## src/rtl/mips_pkg.sv

```systemverilog
// Shared MIPS datapath definitions: default register-file widths and the
// writeback queue entry layout.
package mips_pkg;

    localparam int ADDR_W = 5;
    localparam int DATA_W = 32;

    localparam logic [ADDR_W-1:0] REG_ZERO = '0;

    typedef struct packed {
        logic              we;
        logic [ADDR_W-1:0] dest;
        logic [DATA_W-1:0] data;
    } wb_entry_t;

endpackage

```

## src/rtl/wb_queue.sv

```systemverilog
// In-order circular FIFO of pending register writes. Every live entry is also
// exposed oldest-first so the owner can search for the newest match.
module wb_queue
    import mips_pkg::*;
#(
    parameter int  DEPTH = 2,
    parameter type T     = wb_entry_t,
    localparam int PW    = $clog2(DEPTH),
    localparam int CW    = PW + 1
) (
    input  logic          clk,
    input  logic          reset_n,
    input  logic          i_push,
    input  T              i_data,
    input  logic          i_pop,
    output T              o_head,
    output logic [CW-1:0] o_count,
    output T              o_entries [DEPTH],
    output logic [DEPTH-1:0] o_live
);

    T              r_mem [DEPTH];
    logic [PW-1:0] r_wr_ptr;
    logic [PW-1:0] r_rd_ptr;
    logic [CW-1:0] r_count;

    // Storage is not reset; only the pointers and count decide what is live.
    always_ff @(posedge clk) begin
        if (i_push)
            r_mem[r_wr_ptr] <= i_data;
    end

    always_ff @(posedge clk or negedge reset_n) begin
        if (!reset_n) begin
            r_wr_ptr <= '0;
            r_rd_ptr <= '0;
            r_count  <= '0;
        end else begin
            if (i_push)
                r_wr_ptr <= r_wr_ptr + 1'b1;
            if (i_pop)
                r_rd_ptr <= r_rd_ptr + 1'b1;
            r_count <= r_count + CW'(i_push) - CW'(i_pop);
        end
    end

    assign o_head  = r_mem[r_rd_ptr];
    assign o_count = r_count;

    // Slot i is the i-th oldest entry; pointer arithmetic wraps at DEPTH.
    for (genvar i = 0; i < DEPTH; i++) begin : g_view
        assign o_entries[i] = r_mem[r_rd_ptr + PW'(i)];
        assign o_live[i]    = (CW'(i) < r_count);
    end

endmodule

```

## src/rtl/wb_writeback_port.sv

```systemverilog
// Writeback driver for the register-file write port: queues MEM results,
// retires one per cycle, forwards pending data and arbitrates a debug writer.
module wb_writeback_port
    import mips_pkg::*;
#(
    parameter int ADDR_W = mips_pkg::ADDR_W,
    parameter int DATA_W = mips_pkg::DATA_W,
    parameter int DEPTH  = 2
) (
    input  logic              clk,
    input  logic              reset_n,
    input  logic              in_valid,
    output logic              in_ready,
    input  logic              in_we,
    input  logic [ADDR_W-1:0] in_dest,
    input  logic [DATA_W-1:0] in_alu_data,
    input  logic [DATA_W-1:0] in_mem_data,
    input  logic              in_mem_to_reg,
    input  logic              freeze,
    input  logic              dbg_valid,
    output logic              dbg_ready,
    input  logic [ADDR_W-1:0] dbg_dest,
    input  logic [DATA_W-1:0] dbg_data,
    output logic              reg_write,
    output logic [ADDR_W-1:0] write_register,
    output logic [DATA_W-1:0] write_data,
    input  logic [ADDR_W-1:0] rd_addr1,
    input  logic [ADDR_W-1:0] rd_addr2,
    input  logic [DATA_W-1:0] rf_data1,
    input  logic [DATA_W-1:0] rf_data2,
    output logic [DATA_W-1:0] fwd_data1,
    output logic [DATA_W-1:0] fwd_data2,
    output logic [15:0]       wb_count
);

    localparam int CW = $clog2(DEPTH) + 1;
    localparam logic [ADDR_W-1:0] ZERO = ADDR_W'(REG_ZERO);

    typedef struct packed {
        logic              we;
        logic [ADDR_W-1:0] dest;
        logic [DATA_W-1:0] data;
    } entry_t;

    entry_t             w_in_entry;
    entry_t             w_head;
    entry_t             w_entries [DEPTH];
    logic [DEPTH-1:0]   w_live;
    logic [CW-1:0]      w_count;
    logic               w_push;
    logic               w_pop;
    logic               w_head_drv;
    logic               w_dbg_drv;

    logic [ADDR_W-1:0]  r_last_reg;
    logic [DATA_W-1:0]  r_last_data;
    logic [15:0]        r_wb_count;

    assign w_in_entry.we   = in_we;
    assign w_in_entry.dest = in_dest;
    assign w_in_entry.data = in_mem_to_reg ? in_mem_data : in_alu_data;

    assign in_ready  = reset_n & (w_count < CW'(DEPTH));
    assign dbg_ready = reset_n & (freeze | (w_count == '0));

    assign w_push     = in_valid & in_ready;
    assign w_head_drv = (w_count != '0) & ~freeze;
    assign w_pop      = w_head_drv;
    assign w_dbg_drv  = dbg_valid & dbg_ready & ~w_head_drv;

    wb_queue #(
        .DEPTH (DEPTH),
        .T     (entry_t)
    ) u_queue (
        .clk       (clk),
        .reset_n   (reset_n),
        .i_push    (w_push),
        .i_data    (w_in_entry),
        .i_pop     (w_pop),
        .o_head    (w_head),
        .o_count   (w_count),
        .o_entries (w_entries),
        .o_live    (w_live)
    );

    // An idle port keeps presenting the last address/data it carried.
    always_comb begin
        reg_write      = 1'b0;
        write_register = r_last_reg;
        write_data     = r_last_data;
        if (w_head_drv) begin
            reg_write      = w_head.we & (w_head.dest != ZERO);
            write_register = w_head.dest;
            write_data     = w_head.data;
        end else if (w_dbg_drv) begin
            reg_write      = (dbg_dest != ZERO);
            write_register = dbg_dest;
            write_data     = dbg_data;
        end
    end

    always_ff @(posedge clk or negedge reset_n) begin
        if (!reset_n) begin
            r_last_reg  <= '0;
            r_last_data <= '0;
            r_wb_count  <= '0;
        end else begin
            if (w_head_drv | w_dbg_drv) begin
                r_last_reg  <= write_register;
                r_last_data <= write_data;
            end
            if (reg_write)
                r_wb_count <= r_wb_count + 16'd1;
        end
    end

    assign wb_count = r_wb_count;

    // Slots are scanned oldest to newest so the newest match wins.
    always_comb begin
        fwd_data1 = rf_data1;
        fwd_data2 = rf_data2;
        for (int i = 0; i < DEPTH; i++) begin
            if (w_live[i] && w_entries[i].we && w_entries[i].dest == rd_addr1)
                fwd_data1 = w_entries[i].data;
            if (w_live[i] && w_entries[i].we && w_entries[i].dest == rd_addr2)
                fwd_data2 = w_entries[i].data;
        end
        if (rd_addr1 == ZERO)
            fwd_data1 = '0;
        if (rd_addr2 == ZERO)
            fwd_data2 = '0;
    end

endmodule

```

## config.mk

```make
export PLATFORM = sky130hd
export DESIGN_NAME = wb_writeback_port
export DESIGN_NICKNAME = d
export VERILOG_FILES = /design/src/rtl/mips_pkg.sv /design/src/rtl/wb_queue.sv /design/src/rtl/wb_writeback_port.sv
export SDC_FILE = /design/constraint.sdc
export NUM_CORES = 1
export LEC_CHECK = 0
export ABC_CLOCK_PERIOD_IN_PS = 3050
export BUFFER_PORTS_ARGS = -buffer_cell sky130_fd_sc_hd__buf_4
export CORE_ASPECT_RATIO = 0.7
export CORE_MARGIN = 2
export CORE_UTILIZATION = 44
export CTS_BUF_LIST = sky130_fd_sc_hd__clkbuf_4
export CTS_CLUSTER_SIZE = 30
export DETAILED_ROUTE_END_ITERATION = 16
export PLACE_DENSITY_LB_ADDON = 0.05
export SLEW_MARGIN = 10
export SYNTH_ARGS = -nofsm -noshare
export SYNTH_HDL_FRONTEND = slang
export SYNTH_HIERARCHICAL = 1
export SYNTH_SLANG_ARGS = --single-unit
```

## constraint.sdc

```tcl
create_clock -name clk -period 3.05 [get_ports clk]
set_clock_uncertainty 0.2 [all_clocks]
set_input_delay 0.305 -clock clk [delete_from_list [all_inputs] [get_ports clk]]
set_output_delay 0.305 -clock clk [all_outputs]
set_load 0.01 [all_outputs]
```

======== After elaboration in Yosys (flattened, before gate mapping) ========
Memories as Yosys holds them, arrays and structs flattened.
Cells that the tools add are included.
storage, ports and cells
  register bits after elaboration ......... 57
  bits in writable memories ............... 76
  input bits .............................. 187
  output and inout bits ................... 120
  word-level logic and storage cells ...... 57
  memories ................................ 1
cells by class
  add/sub/neg operators ................... 5
  $lt $le $gt $ge ......................... 3
  eq/ne operators ......................... 4
  muxes and demuxes ....................... 15
  bitwise gates (word level) .............. 11
  reduce and logical (&&, ||, !) cells .... 12
memories
  name           depth  bits a word  read ports  clocked after Yosys merged registers in  write ports  line            text
  u_queue.r_mem  2      38           2           0                                        1            wb_queue.sv:22  T r_mem [DEPTH];
operator list
  cell                                                                 number
  32-bit two-way mux                                                   9
  5-bit == test                                                        4
  16-bit by 1-bit adder with 16-bit output, second input constant      1
  5-bit zero test                                                      2
  5-bit two-way mux                                                    2
  5-bit nonzero test                                                   2
  1-bit AND                                                            7
  1-bit logical AND                                                    6
  1-bit by 2-bit < comparator with 1-bit output, first input constant  2
  1-bit two-way mux                                                    4
  1-bit adder, second input constant                                   2
  2-bit by 1-bit adder with 2-bit output                               1
  2-bit zero test                                                      1
  2-bit < comparator, second input constant                            1
  1-bit inverter                                                       2
  1-bit bitwise OR                                                     2
  2-bit nonzero test                                                   1
  2-bit by 1-bit subtractor with 2-bit output                          1

======== Longest topological paths before layout ========
  word-level depth ........................ 7
  depth in mapped cells ................... 10
  mapped depth without buffers ............ 6

======== By module ========
The synthesis kept the hierarchy.
modules (own cells, without submodules)
  module             times used  cells an instance  area an instance (µm²)  seq. area each (µm²)
  wb_writeback_port  1           617                4526.8                  1326.3
  wb_queue           1           214                3823.7                  2382.3

======== Least setup slack after synthesis ========
OpenSTA, ideal clock, no wires.
  kind .................................... register -> register
  from .................................... register u_queue.r_count[1] (netlist: u_queue/o_count[1])
  to ...................................... memory u_queue/r_mem[0][0] (netlist bit) (enable)
  library setup time ...................... 438 ps
  arrival ................................. 2594 ps
  required time ........................... 2412 ps
  slack ................................... -182 ps
  cell stages (with the launch flop) ...... 4
  buffers on the path ..................... 0
  clock period less this slack ............ 3232 ps
  cells stage by stage .................... dfrtp_1 > nor2b_1 > and2_1 > nor2b_1
on the way
  longest elaborated chain between the ends .. 5
ends and longest elaborated chain
  item                                     line                     text
  start, declared                          wb_queue.sv:25           logic [CW-1:0] r_count;
  start signal, assigned                   wb_queue.sv:43           r_count <= r_count + CW'(i_push) - CW'(i_pop);
  2-bit < comparator                       wb_writeback_port.sv:63  assign in_ready = reset_n & (w_count < CW'(DEPTH));
  1-bit AND                                wb_writeback_port.sv:63
  named net in_ready                       wb_writeback_port.sv:13  output logic in_ready,
  1-bit AND                                wb_writeback_port.sv:66  assign w_push = in_valid & in_ready;
  named net w_push                         wb_writeback_port.sv:50  logic w_push;
  1-bit two-way mux                        wb_queue.sv:29           if (i_push)
  1-bit two-way mux (implied by the code)  wb_queue.sv:30           r_mem[r_wr_ptr] <= i_data;
  end, declared                            wb_queue.sv:22
The timed path passes the listed nets, and every way through them passes these cells.

==> Flow_metrics.wiki <==
{| class="wikitable"
! Metric !! Value
|-
| Cells traversed along the worst timing path || buf_6, mux2_4, xor2_2, nor4_4, nand3_2, buf_12, o21ai_0, a31oi_1, buf_4
|-
| Global-route met2 utilization || 0.475
|-
| Global-route track usage on met3 || 0.0891
|-
| Worst-Margin Slew || between 700 and 800 ps
|-
| Buffers on Ports || a little over 300
|-
| DRC marker count from the first detailed-route iteration || 846
|-
| Number of instances in the placed design || 1303
|-
| Worst rel slew slack || 0.470
|-
| Wire length of the first global-routing pass || roughly 45000 um
|-
| Final count of pins violating max slew || 0
|-
| Post-layout instance count excluding filler cells || between 1000 and 1500
|-
| Max VDD drop || 0.251 mV
|-
| CTS tree || yes
|-
| Maximum fanout along the worst path || 32
|-
| Area growth, synth to finish || 58.0%
|-
| Leakage || roughly 0.006 uW
|-
| Clock tree buffer depth || 2
|-
| Biggest register || u_queue/r_mem
|-
| Post-layout net count || ~1400
|-
| Clock Root Buffer || sky130_fd_sc_hd__clkbuf_4
|-
| Number of flops mapped to enable cells by yosys || between 70 and 80
|-
| Setup TNS after final layout || -17640 ps
|-
| Number of synthesized register bits || around 130
|-
| Post-synth ARST share || 0.429
|-
| Final std cell area, no fill || around 0.013 mm^2
|-
| Required time reported for the critical path endpoint || 2540 ps
|-
| All-Layer GR Usage || 0.299
|-
| Effective utilization at floorplan || 0.445
|-
| Predominant post-synthesis flop cell || sky130_fd_sc_hd__edfxtp_1
|-
| Worst reg2reg path depth || 7
|-
| Power density relative to cell area || around 610 mW/mm^2
|-
| Crit path capture type || primary output
|-
| Die span in y || ~120 um
|-
| Flip-flop count of the largest register, all copies and words added || 76
|-
| Average detailed-routed wire length per instance || 21.4 um
|-
| Worst slack, placed || 57.4 ps
|-
| Vias per cell || 5.51
|-
| Count of final hold-check violations || 0
|-
| Commonest non-fill, non-tap cells in the layout || 307 x sky130_fd_sc_hd__buf_4, 204 x sky130_fd_sc_hd__nand2_1, 109 x sky130_fd_sc_hd__dlygate4sd3_1, 76 x sky130_fd_sc_hd__mux2_2, 76 x sky130_fd_sc_hd__edfxtp_1
|-
| Total cell area at the placement stage || between 0.01 and 0.015 mm^2
|-
| Fraction of post-synthesis cell area in the top cell type by area || 0.273
|-
| Detailed-placement wirelength estimate || ~19000 um
|-
| Mapped Area || roughly 0.0084 mm^2
|-
| Clock latency on the worst-skew pair || 540 ps
|-
| Placeable Area || 0.0188 mm^2
|-
| Global route overflow || 0
|-
| Routability Congestion || just over 0.8
|-
| Clock Pin Slew Worst Setup and Hold Paths || between 100 and 150 ps
|-
| Most heavily used metal layer in global routing || met2
|-
| Num CTS Buffers || 17
|-
| Mean instance size in the synthesized netlist || about 10 um^2
|-
| Count of TritonRoute iterations in the first routing pass || 5
|-
| Yosys synthesis warning count || 6
|-
| Final worst-path setup slack || -333 ps
|-
| Maxcap violations || 0
|-
| Post-synth cell types || 40
|-
| Global-route track usage on met1 || 0.404
|-
| Maximum number of pins on one net before global-route repair || 39
|-
| Failing checks || setup timing
|-
| Width of the die || around 170 um
|-
| Most common cell after layout, fill and taps aside || sky130_fd_sc_hd__buf_4
|-
| Type of the most critical hold path || primary input to async pin
|-
| Remaining routing DRC violations || 0
|-
| Register-to-register setup slack || ~380 ps
|-
| Outcome || finished with violations
|-
| Finish-stage setup viols || between 60 and 70
|-
| Antenna violations before repair || 2
|-
| Total clock sinks || 133
|-
| Post-route fraction of the period consumed by the critical path || 1.11
|-
| Achievable frequency || approximately 300 MHz
|-
| Start-to-end type of the worst setup path || register to primary output
|-
| Worst path max stage delay || 560 ps
|-
| # rows || 42
|-
| Setup repair after global routing missed its margin || yes
|-
| Final worst path period need || between 3000 and 4000 ps
|-
| Share of layout cells above drive strength 1 || 0.495
|-
| Total die area || slightly above 0.02 mm^2
|-
| Top post-synthesis cells by area || sky130_fd_sc_hd__edfxtp_1 27%, sky130_fd_sc_hd__dfrtp_1 17%, sky130_fd_sc_hd__mux2_2 11%
|-
| Data arrival time of the worst path || 2880 ps
|-
| Sequential cell area fraction in the yosys report || 0.444
|-
| R2R Path Start || u_queue/r_rd_ptr$_DFFE_PN0P_
|-
| Number of vias after detailed routing || about 8000
|-
| Number of primary I/O pins || about 310
|-
| Worst Setup Start Kind || register
|-
| Number of nets with antenna violations after detailed routing || 0
|-
| Synth Instances || a little over 800
|-
| Number of global-route vias before repair || 7976
|-
| Routed WL || about 32000 um
|-
| Endpoint of the lowest-slack register-to-register path || wb_count[1]$_DFFE_PN0P_
|-
| Cell type with the largest total area after synthesis || sky130_fd_sc_hd__edfxtp_1
|-
| Net count after synthesis || slightly above 1000
|-
| H-tree lvl count || 4
|-
| Critical Path Slowest Stage Cell || sky130_fd_sc_hd__dfrtp_4
|}
## stage by stage
| step | power [uW] | hold WS [ps] | util |
|---|---|---|---|
| detailed placement | 6130 | 187 | 0.564 |
| floorplan | 4980 | -191 | - |
| finish | 8080 | 140 | 0.703 |
| global route | 8510 | 143 | 0.703 |
| CTS | 7840 | 121 | 0.672 |
| global placement | 6100 | 189 | 0.564 |
## worst max-delay path by stage
| stage | startpoint | to | depth (start not counted) |
|---|---|---|---|
| 2_1_floorplan | u_queue/r_rd_ptr$_DFFE_PN0P_ | fwd_data1[10] | 9 |
| 4_1_cts | u_queue/r_rd_ptr$_DFFE_PN0P_ | fwd_data1[21] | 8 |
| 6_report | u_queue/r_rd_ptr$_DFFE_PN0P_ | fwd_data2[15] | 9 |
| 3_3_place_gp | u_queue/r_rd_ptr$_DFFE_PN0P_ | fwd_data1[27] | 8 |
| 5_1_grt | u_queue/r_rd_ptr$_DFFE_PN0P_ | fwd_data1[19] | 10 |
| 3_5_place_dp | u_queue/r_rd_ptr$_DFFE_PN0P_ | fwd_data1[21] | 8 |
## cells in the mapped netlist (17+ instances only)
cell,count
sky130_fd_sc_hd__a22oi_1,37
sky130_fd_sc_hd__a31oi_1,49
sky130_fd_sc_hd__buf_2,17
sky130_fd_sc_hd__buf_4,43
sky130_fd_sc_hd__clkbuf_1,25
sky130_fd_sc_hd__dfrtp_1,57
sky130_fd_sc_hd__edfxtp_1,76
sky130_fd_sc_hd__mux2_2,79
sky130_fd_sc_hd__mux2_4,30
sky130_fd_sc_hd__nand2_1,217
sky130_fd_sc_hd__o21ai_0,64
sky130_fd_sc_hd__xnor2_1,18
sky130_fd_sc_hd__xor2_1,19
## where the power goes
| group | internal, uW | leakage, uW | switching, uW |
|---|---|---|---|
| clock network | 671 | 0.000180 | 688 |
| registers | 2340 | 0.00140 | 184 |
| logic | 2010 | 0.00441 | 2200 |
| total | 5020 | 0.00599 | 3070 |
## timing repair
action / 4_1_cts / 5_1_grt
hold buffers: 109 / 0
gates cloned: 9 / 5
resized for setup: 107 / 112
setup buffers: 7 / 4
pin swaps: 4 / 11
endpoints found under the setup margin: 87 / 95
hold endpoints to repair: 172 / 0
## metal layers
metal	vias to the layer above	wire length (um)
met5	-	13
met4	2	540
met3	44	2900
met2	403	14300
met1	3939	13700
li1	3717	-
## worst max-delay path, delay by kind of cell, from the launching register on
kind            cells  cell delay [ps]
compound gates      2              290
flops               1              560
mux                 1              310
buf+inv             3              500
simple gates        2              450
xor+xnor            1              190
## kinds of logic after synthesis
family / share of synthesized area
AO/OA/AOI/OAI: 0.123
XOR/XNOR: 0.0417
adder cells (fa/ha/maj): 0.00450
buffers and inverters: 0.0722
flip-flops: 0.444
multiplexers: 0.178
AND/OR/NAND/NOR: 0.137
## area by class of cell
type                            count  area, um^2
Sequential cell                   133        3710
Fill cell                        1442        5570
Antenna cell                        1        2.50
Clock buffer                       19         143
Clock inverter                     13         179
Timing Repair Buffer              458        4130
Inverter                            2        7.51
Tap cell                          242         303
Multi-Input combinational cell    602        4720
Note: power is estimated with default switching activity, not from simulation.
